===== config.mk =====
export PLATFORM = sky130hd
export DESIGN_NAME = fwd_scoreboard
export DESIGN_NICKNAME = d
export VERILOG_FILES = /design/src/rtl/fwd_pkg.sv /design/src/rtl/fwd_port_sel.sv /design/src/rtl/fwd_scoreboard.sv
export SDC_FILE = /design/constraint.sdc
export NUM_CORES = 1
export LEC_CHECK = 0
export BUFFER_PORTS_ARGS = -buffer_cell sky130_fd_sc_hd__buf_2
export CORE_MARGIN = 2
export CORE_UTILIZATION = 45
export DETAILED_ROUTE_END_ITERATION = 8
export PLACE_DENSITY_LB_ADDON = 0.1
export SYNTH_ARGS = -nofsm -noshare
export SYNTH_HDL_FRONTEND = slang
export SYNTH_HIERARCHICAL = 1
export SYNTH_SLANG_ARGS = --single-unit

===== constraint.sdc =====
create_clock -name clk -period 6.3 [get_ports clk]
set_clock_uncertainty 0.05 [all_clocks]
set_input_delay 1.575 -clock clk [delete_from_list [all_inputs] [get_ports clk]]
set_output_delay 1.575 -clock clk [all_outputs]
set_load 0.05 [all_outputs]

===== src/rtl/fwd_pkg.sv =====
`default_nettype none
// ============================================================================
//  Module   : fwd_pkg
//  Purpose  : Shared definitions for the operand-forwarding scoreboard:
//             default register-file geometry, the "no bypass" select code,
//             the register index type and the bypass-select width helper.
//  Revision : 1.0  initial release
// ============================================================================
package fwd_pkg;

    localparam int NREG_DEFAULT = 32;
    localparam int REG_AW       = $clog2(NREG_DEFAULT);
    localparam int SEL_NONE     = 0;

    typedef logic [REG_AW-1:0] reg_idx_t;

    // Select code 0 means "regfile", codes 1..nfwd name a forwarding channel.
    function automatic int sel_width(input int nfwd);
        return (nfwd < 1) ? 1 : $clog2(nfwd + 1);
    endfunction

endpackage
`default_nettype wire


===== src/rtl/fwd_port_sel.sv =====
`default_nettype none
// ============================================================================
//  Module   : fwd_port_sel
//  Purpose  : Bypass source selection for a single read port. Returns k+1 for
//             the lowest-numbered valid forwarding channel k whose destination
//             matches rs, or SEL_NONE when nothing matches. x0 never forwards.
//  Ports    : rs        in   source register index
//             fwd_rd    in   destination per forwarding channel (packed)
//             fwd_valid in   channel write-valid flags
//             sel       out  bypass mux select
//  Revision : 1.0  initial release
// ============================================================================
module fwd_port_sel
    import fwd_pkg::*;
#(
    parameter int NFWD = 2,
    parameter int AW   = REG_AW,
    parameter int SW   = sel_width(NFWD)
) (
    input  logic [AW-1:0]      rs,
    input  logic [NFWD*AW-1:0] fwd_rd,
    input  logic [NFWD-1:0]    fwd_valid,
    output logic [SW-1:0]      sel
);

    // Scan from the lowest-priority channel upward so the last assignment,
    // i.e. the lowest matching index, wins.
    always_comb begin
        sel = SW'(SEL_NONE);
        if (rs != '0) begin
            for (int k = NFWD - 1; k >= 0; k--) begin
                if (fwd_valid[k] && (fwd_rd[k*AW +: AW] == rs)) begin
                    sel = SW'(k + 1);
                end
            end
        end
    end

endmodule
`default_nettype wire


===== src/rtl/fwd_scoreboard.sv =====
`default_nettype none
// ============================================================================
//  Module   : fwd_scoreboard
//  Purpose  : Operand forwarding + hazard unit. Per read port picks the
//             highest-priority bypass channel; tracks in-flight multi-cycle
//             mul results with a per-register countdown and stalls issue on
//             RAW (pending source) or WAW (pending destination) hazards.
//  Ports    : clk, rst_n (async, active low)
//             rs, rs_used, fwd_rd, fwd_valid -> rv_sel (combinational)
//             issue_valid, issue_rd, issue_is_mul, flush -> stall, busy
//             stall_count : stall-cycle counter
//  Config   : FWD_SCOREBOARD_STATS_EN - when defined, stall_count counts
//             cycles with stall=1 and flush=0; otherwise it is tied to 0.
//  Revision : 1.0  initial release
// ============================================================================
module fwd_scoreboard
    import fwd_pkg::*;
#(
    parameter  int NREG    = NREG_DEFAULT,
    parameter  int NRD     = 2,
    parameter  int NFWD    = 2,
    parameter  int MUL_LAT = 3,
    localparam int AW      = $clog2(NREG),
    localparam int SW      = sel_width(NFWD),
    localparam int CW      = $clog2(MUL_LAT + 1)
) (
    input  logic               clk,
    input  logic               rst_n,
    input  logic [NRD*AW-1:0]  rs,
    input  logic [NRD-1:0]     rs_used,
    input  logic [NFWD*AW-1:0] fwd_rd,
    input  logic [NFWD-1:0]    fwd_valid,
    output logic [NRD*SW-1:0]  rv_sel,
    input  logic               issue_valid,
    input  logic [AW-1:0]      issue_rd,
    input  logic               issue_is_mul,
    input  logic               flush,
    output logic               stall,
    output logic               busy,
    output logic [31:0]        stall_count
);

    // Countdown per architectural register; x0 has no storage.
    logic [CW-1:0]   r_cnt [1:NREG-1];
    logic [NREG-1:0] w_pend;
    logic            w_raw;
    logic            w_waw;
    logic            w_fire;

    // ------------------------------------------------------------------
    // Bypass selection, one instance per read port
    // ------------------------------------------------------------------
    for (genvar p = 0; p < NRD; p++) begin : g_port
        fwd_port_sel #(
            .NFWD (NFWD),
            .AW   (AW),
            .SW   (SW)
        ) u_sel (
            .rs        (rs[p*AW +: AW]),
            .fwd_rd    (fwd_rd),
            .fwd_valid (fwd_valid),
            .sel       (rv_sel[p*SW +: SW])
        );
    end

    // ------------------------------------------------------------------
    // Hazard detection
    // ------------------------------------------------------------------
    always_comb begin
        w_pend = '0;
        for (int r = 1; r < NREG; r++) begin
            w_pend[r] = (r_cnt[r] != '0);
        end
    end

    always_comb begin
        w_raw = 1'b0;
        for (int p = 0; p < NRD; p++) begin
            if (rs_used[p] && w_pend[rs[p*AW +: AW]]) begin
                w_raw = 1'b1;
            end
        end
    end

    // WAW: a later writer must not overtake a pending mul to the same reg.
    assign w_waw  = (issue_rd != '0) && w_pend[issue_rd];
    assign stall  = issue_valid && (w_raw || w_waw);
    assign w_fire = issue_valid && !stall;
    assign busy   = |w_pend;

    // ------------------------------------------------------------------
    // Scoreboard counters. A fire can only target a register whose count
    // is already zero (WAW stall), so load and decrement never collide.
    // ------------------------------------------------------------------
    always_ff @(posedge clk or negedge rst_n) begin
        if (!rst_n) begin
            for (int r = 1; r < NREG; r++) begin
                r_cnt[r] <= '0;
            end
        end else begin
            for (int r = 1; r < NREG; r++) begin
                if (flush) begin
                    r_cnt[r] <= '0;
                end else if (w_fire && issue_is_mul && (issue_rd == AW'(r))) begin
                    r_cnt[r] <= CW'(MUL_LAT);
                end else if (r_cnt[r] != '0) begin
                    r_cnt[r] <= r_cnt[r] - 1'b1;
                end
            end
        end
    end

    // ------------------------------------------------------------------
    // Optional stall statistics
    // ------------------------------------------------------------------
`ifdef FWD_SCOREBOARD_STATS_EN
    logic [31:0] r_stall_count;

    always_ff @(posedge clk or negedge rst_n) begin
        if (!rst_n) begin
            r_stall_count <= 32'd0;
        end else if (stall && !flush) begin
            r_stall_count <= r_stall_count + 32'd1;
        end
    end

    assign stall_count = r_stall_count;
`else
    assign stall_count = 32'd0;
`endif

endmodule
`default_nettype wire

==> out/results.txt, run 1 <==
setup TNS: 0 ns
YS warnings: 6
clock tree buffer depth: 2
Lkg Pwr: 2.446 nW
critical path peak fanout: 16
top-area cell type share of the netlist area: 0.3021
fin. max-slew vios: 0
GPL Wtd Cong: 0.9096
vias per inst: 5.621
initial antenna violation count: 0
IO Pins: 72
Die Wd: 110.8 um
Worst Hold Class: flop to flop
Mean Syn Cell Area: 9.302 sq um
FMAX: 0.1770 GHz
max reg flops: 62
max_cap viols: 0
Post-CTS Resized: 0
slowest stage cell, crit path: mux4_2
Rel. slew slack: 0.4540
Die Y: 110.8 um
DR DRC count: 0
Starting DRT DRC Count: 209
CTS root buf: clkbuf_16
WP data arrival: 4.03 ns
commonest non-fill, non-tap cell in the layout: inv_1
DR WL/cell: 17.38 um
CTS Buf Count: 9
Clock Power Share: 0.212
Total GRT Usage: 0.2160
switching share of total power: 0.4114
clk slew on worst S/H paths: 0.05 ns
pin count of the biggest net entering global routing: 63
CP Launch Point: rs[0]
clock sink count: 62
Hold Crit Start: r_cnt[39]
NumNets Final: 640
register area share after synthesis: 0.3021
CP required: 4.68 ns
CP dominant cell by count: buf_2
endpoint type of the worst setup path: primary output
run status: finished clean
Synth Flop Type: dfrtp_1
Cell Pwr Density: 430.9 nW/um^2
RSZ-0062 raised after global routing: no
NetSw: 0.0009850 W
final number of hold-violating endpoints: 0
reg2reg start: r_cnt[26]
htree depth: 3
Synth area leaders: dfrtp_1, ha_1, xor2_1
core area: 11270 sq um
std cell rows: 39
Post-synth EDFFs: 0
Slowest Stage Delay on Critical Path: 0.55 ns
Post-synth ARST share: 1.000
Syn Inst Count: 552
post-DP HPWL: 9023 um
VDD IR-drop max: 195.7 uV
Crit path buffers/inverters: 2
synthesized area: 5135 sq um
share of layout cells above drive strength 1: 0.1724
startpoint class of the critical path: primary input
Power Total: 0.002394 W
TritonRoute pass-1 iters: 4
number of setup buffers added after CTS: 0
Reg power frac: 0.257
flops & latches, synth: 62
DRT antenna net count: 0
DR vias: 4064
first-pass GRT wire length: 21100 um
Clock Latency Late Sink: 0.34 ns
total length of routed wires: 12570 um
worst path cell trace: buf_2 > mux4_2 > and3_1 > nor4_2 > nor2b_1 > a21boi_0 > buf_2
Synth cell types: 57
Setup violations, final: 0
vias in the first global route: 4034
Initial Util: 0.4555
CP top delay family: simple AND/OR/NAND/NOR gates
TritonCTS clock tree: done
area leader, netlist: dfrtp_1
# port buffers: 39
number of hold buffers added after CTS: 0
internal power: 0.001410 W
full die area: 12280 sq um
Comb pwr share: 0.531
worst-margin pin slew: 0.8189 ns
Reg with most FFs: r_cnt
largest registers: r_cnt (62)
area grow syn2layout: 8.212%
Tcrit/Tclk final: 0.8969
n_diodes: 0
Final min period: 5.651 ns
most frequent cells in the layout: inv_1, dfrtp_1, buf_2
WS Path Type: primary input to primary output
GRT overflow: 0
==> cells in the mapped netlist (3+ instances only) <==
master    number
ha_1          31
o32ai_2        8
inv_1         64
nor2_1        34
xnor2_1       13
nor2b_1        7
buf_4         34
o32ai_1        6
o21ai_0       15
buf_2          6
nand3_1        9
a41o_1         4
nand4_1       11
a21oi_1       20
dfrtp_1       62
nand2_1       22
clkbuf_1      14
mux2i_1       20
o31ai_2        6
nor4_1         4
nor3b_1        4
and3_1         3
xor2_1        38
nand2b_1      19
o22ai_1       32
nand3_2        4
buf_1          4
nor3_1         4
mux4_2        14
==> through the flow <==
stage / util / cell area, sq um / hold WS (ns) / worst slack [ns] / instances
after global placement: 0.4662 / 5255 / 0.4884 / 0.7426 / 707
after global routing: 0.4930 / 5557 / 0.5459 / 0.4544 / 723
after detailed placement: 0.4662 / 5255 / 0.5019 / 0.6528 / 707
after CTS: 0.4930 / 5557 / 0.5125 / 0.6384 / 723
final: 0.4930 / 5557 / 0.5102 / 0.6493 / 723
after floorplan: - / 5251 / 0.4722 / 0.4396 / 583
==> final timing paths <==
| kind | slack (ns) | cells after the start | end |
|---|---|---|---|
| worst max-delay path | 0.65 | 7 | stall |
| worst min-delay path | 0.51 | 2 | r_cnt[39] |
| worst max register to register | 2.98 | 9 | r_cnt[45] |
| worst min register to register | 0.51 | 2 | r_cnt[39] |
| max in group asynchronous | 4.29 | 2 | r_cnt[25] |
| min in group asynchronous | 1.35 | 2 | r_cnt[42] |
==> power groups by stage <==
| stage | Sequential (W) | Combinational, W | Clock, W |
|---|---|---|---|
| after floorplan | 0.000607 | 0.00101 | 0 |
| after global placement | 0.000615 | 0.00122 | 0 |
| after detailed placement | 0.000623 | 0.00126 | 0 |
| after CTS | 0.000616 | 0.00128 | 0.000515 |
| after global routing | 0.000632 | 0.00143 | 0.000536 |
| final | 0.000615 | 0.00127 | 0.000507 |
==> worst min-delay path: stages (launching register included) <==
cell	delay, ns
dfrtp_1	0.34
a21oi_1	0.06
o32ai_1	0.11
==> logic make-up (layout without fill, tap and decap cells) <==
logic type,Yosys count,after routing,synth area share
AO/OA/AOI/OAI,109,109,0.1618
other,1,32,0.0007303
buffers and inverters,126,123,0.1248
XOR/XNOR,51,51,0.08699
AND/OR/NAND/NOR,136,136,0.1433
multiplexers,36,36,0.1048
flip-flops,62,62,0.3021
adder cells (fa/ha/maj),31,31,0.07554
==> cell type report <==
type	count	area, sq um
Fill cell	1045	5715
Multi-Input combinational cell	395	3059
Sequential cell	62	1551
Clock buffer	12	256.5
Inverter	64	240.2
Timing Repair Buffer	43	225.2
Tap cell	143	178.9
Clock inverter	4	45.04
==> routing by layer <==
metal	vias to the layer above	wire length, um	GRT usage
li1	1943	-	-
met1	1993	6032	0.2972
met2	110	5731	0.3489
met3	18	614	0.04101
met4	0	189	0.06250
met5	-	0	0
Power figures use the tool's default switching activity.
==> run 2: changes to the inputs <==
- ABC_AREA: default -> 1
==> out/results.txt, run 2 <==
run status: finished clean
Clock Latency Late Sink: 0.34 ns
GPL Wtd Cong: 0.9952
Synth area leaders: dfrtp_1, nand2_1, nand3_1
Synth cell types: 30
area leader, netlist: dfrtp_1
Crit path buffers/inverters: 5
worst-margin pin slew: 1.090 ns
RSZ-0062 raised after global routing: no
synthesized area: 5937 sq um
Worst Hold Class: flop to flop
Post-CTS Resized: 0
Post-synth EDFFs: 0
post-DP HPWL: 11560 um
clock sink count: 62
Tcrit/Tclk final: 0.8000
Initial Util: 0.4648
full die area: 14130 sq um
count leader, synth: nand2_1
fin. max-slew vios: 0
commonest non-fill, non-tap cell in the layout: nand2_1
vias per inst: 5.085
Final min period: 5.040 ns
Reg with most FFs: r_cnt
Rel. slew slack: 0.2736
core area: 12770 sq um
Cell Pwr Density: 367.6 nW/um^2
WS Path Type: primary input to primary output
DR DRC count: 0
TritonRoute pass-1 iters: 7
register area share after synthesis: 0.2613
top post-synthesis cells by count: nand2_1, nand3_1, inv_1
TritonCTS clock tree: done
pin count of the biggest net entering global routing: 63
VDD IR-drop max: 202.7 uV
CTS root buf: clkbuf_16
Die Y: 118.9 um
max reg flops: 62
clk slew on worst S/H paths: 0.05 ns
WP data arrival: 3.42 ns
DR WL/cell: 13.52 um
flops & latches, synth: 62
htree depth: 3
Post-synth ARST share: 1.000
Starting DRT DRC Count: 495
Slowest Stage Delay on Critical Path: 0.25 ns
Setup violations, final: 0
YS warnings: 6
final number of hold-violating endpoints: 0
max_cap viols: 0
Die Wd: 118.9 um
worst path cell trace: buf_2 > inv_1 > nand2_1 > inv_2 > a21oi_1 > nand2_1 > nand2_1 > nand2_1 > o21ai_0 > nand2_1 > nand2_2 > o21ai_0 > inv_1 > buf_2
IO Pins: 72
Lkg Pwr: 3.540 nW
CTS Buf Count: 9
setup TNS: 0 ns
setup slack, reg-to-reg: 3.16 ns
NumNets Final: 1061
n_diodes: 0
area grow syn2layout: 6.849%
critical path peak fanout: 18
startpoint class of the critical path: primary input
number of setup buffers added after CTS: 0
GRT overflow: 0
CP required: 4.68 ns
vias in the first global route: 5303
share of layout cells above drive strength 1: 0.09910
CP top delay family: buffers and inverters
std cell rows: 41
Mean Syn Cell Area: 6.102 sq um
Fillers: 1358
most frequent cells in the layout: nand2_1, nand3_1, inv_1
Finished Core Util: 0.4966
# port buffers: 39
clock tree buffer depth: 2
Synth Flop Type: dfrtp_1
total length of routed wires: 15840 um
DRT antenna net count: 0
FMAX: 0.1984 GHz
endpoint type of the worst setup path: primary output
largest registers: r_cnt (62)
number of hold buffers added after CTS: 0
DR vias: 5955
initial antenna violation count: 0
first-pass GRT wire length: 26390 um
Syn Inst Count: 973
slowest stage cell, crit path: buf_2
CP dominant cell by count: nand2_1
Total GRT Usage: 0.2345
top-area cell type share of the netlist area: 0.2613
==> run 2: final timing paths <==
check,depth (start not counted),end,startpoint
hold reg to reg,2,r_cnt[55],r_cnt[55]
min in group asynchronous,2,r_cnt[61],rst_n
max in group asynchronous,2,r_cnt[2],rst_n
setup reg to reg,16,r_cnt[43],r_cnt[22]
setup / recovery,14,stall,issue_rd[0]
hold / removal,2,r_cnt[55],r_cnt[55]
==> run 2: power breakdown <==
part / switching, W / internal [W]
combinational: 0.000813 / 0.000407
sequential: 0.000101 / 0.000564
clock: 0.000176 / 0.000271
==> run 2: metrics by stage <==
step / power (W) / cells / instance area [sq um] / hold slack, ns / setup slack, ns
after global routing: 0.002584 / 1171 / 6344 / 0.4718 / 0.9660
final: 0.002332 / 1171 / 6344 / 0.4519 / 1.260
after CTS: 0.002344 / 1171 / 6344 / 0.4572 / 1.289
after floorplan: 0.001593 / 1004 / 6053 / 0.4258 / 1.756
after detailed placement: 0.001883 / 1157 / 6087 / 0.4441 / 1.288
after global placement: 0.001881 / 1157 / 6087 / 0.4434 / 1.335
==> run 2: final cells by class <==
cell class                 count  area [sq um]  area share
timing repair buffer          43         225.2     0.03550
inverter                     145         544.3     0.08580
clock buffer                  12         246.5     0.03886
multi-input combinational    735          3551      0.5598
clock inverter                 2         10.01    0.001578
sequential                    62          1551      0.2446
tap                          172         215.2     0.03393
==> run 2: metal layers <==
layer	routed length (um)	track usage	part of all wire	vias up
li1	-	-	-	3047
met4	325	0.09003	0.021	0
met3	964	0.04119	0.061	25
met1	7609	0.3272	0.48	2706
met5	0	0	0	-
met2	6936	0.3610	0.44	177
==> run 2: logic make-up (layout without fill, tap and decap cells) <==
group / after synthesis / count (layout) / share of synthesized area
other: 1 / 32 / 0.0006316
adders and majority gates: 31 / 31 / 0.06533
DFF: 62 / 62 / 0.2613
buffers and inverters: 207 / 202 / 0.1602
and+or+nand+nor: 637 / 637 / 0.4797
xor gates and xnor gates: 4 / 4 / 0.005900
AOI/OAI and AO/OA: 31 / 31 / 0.02698
==> run 2: worst min-delay path, stage by stage (launching register included) <==
cell and delay [ns]:
dfrtp_1 0.34, nand3_1 0.07, nand2_1 0.06
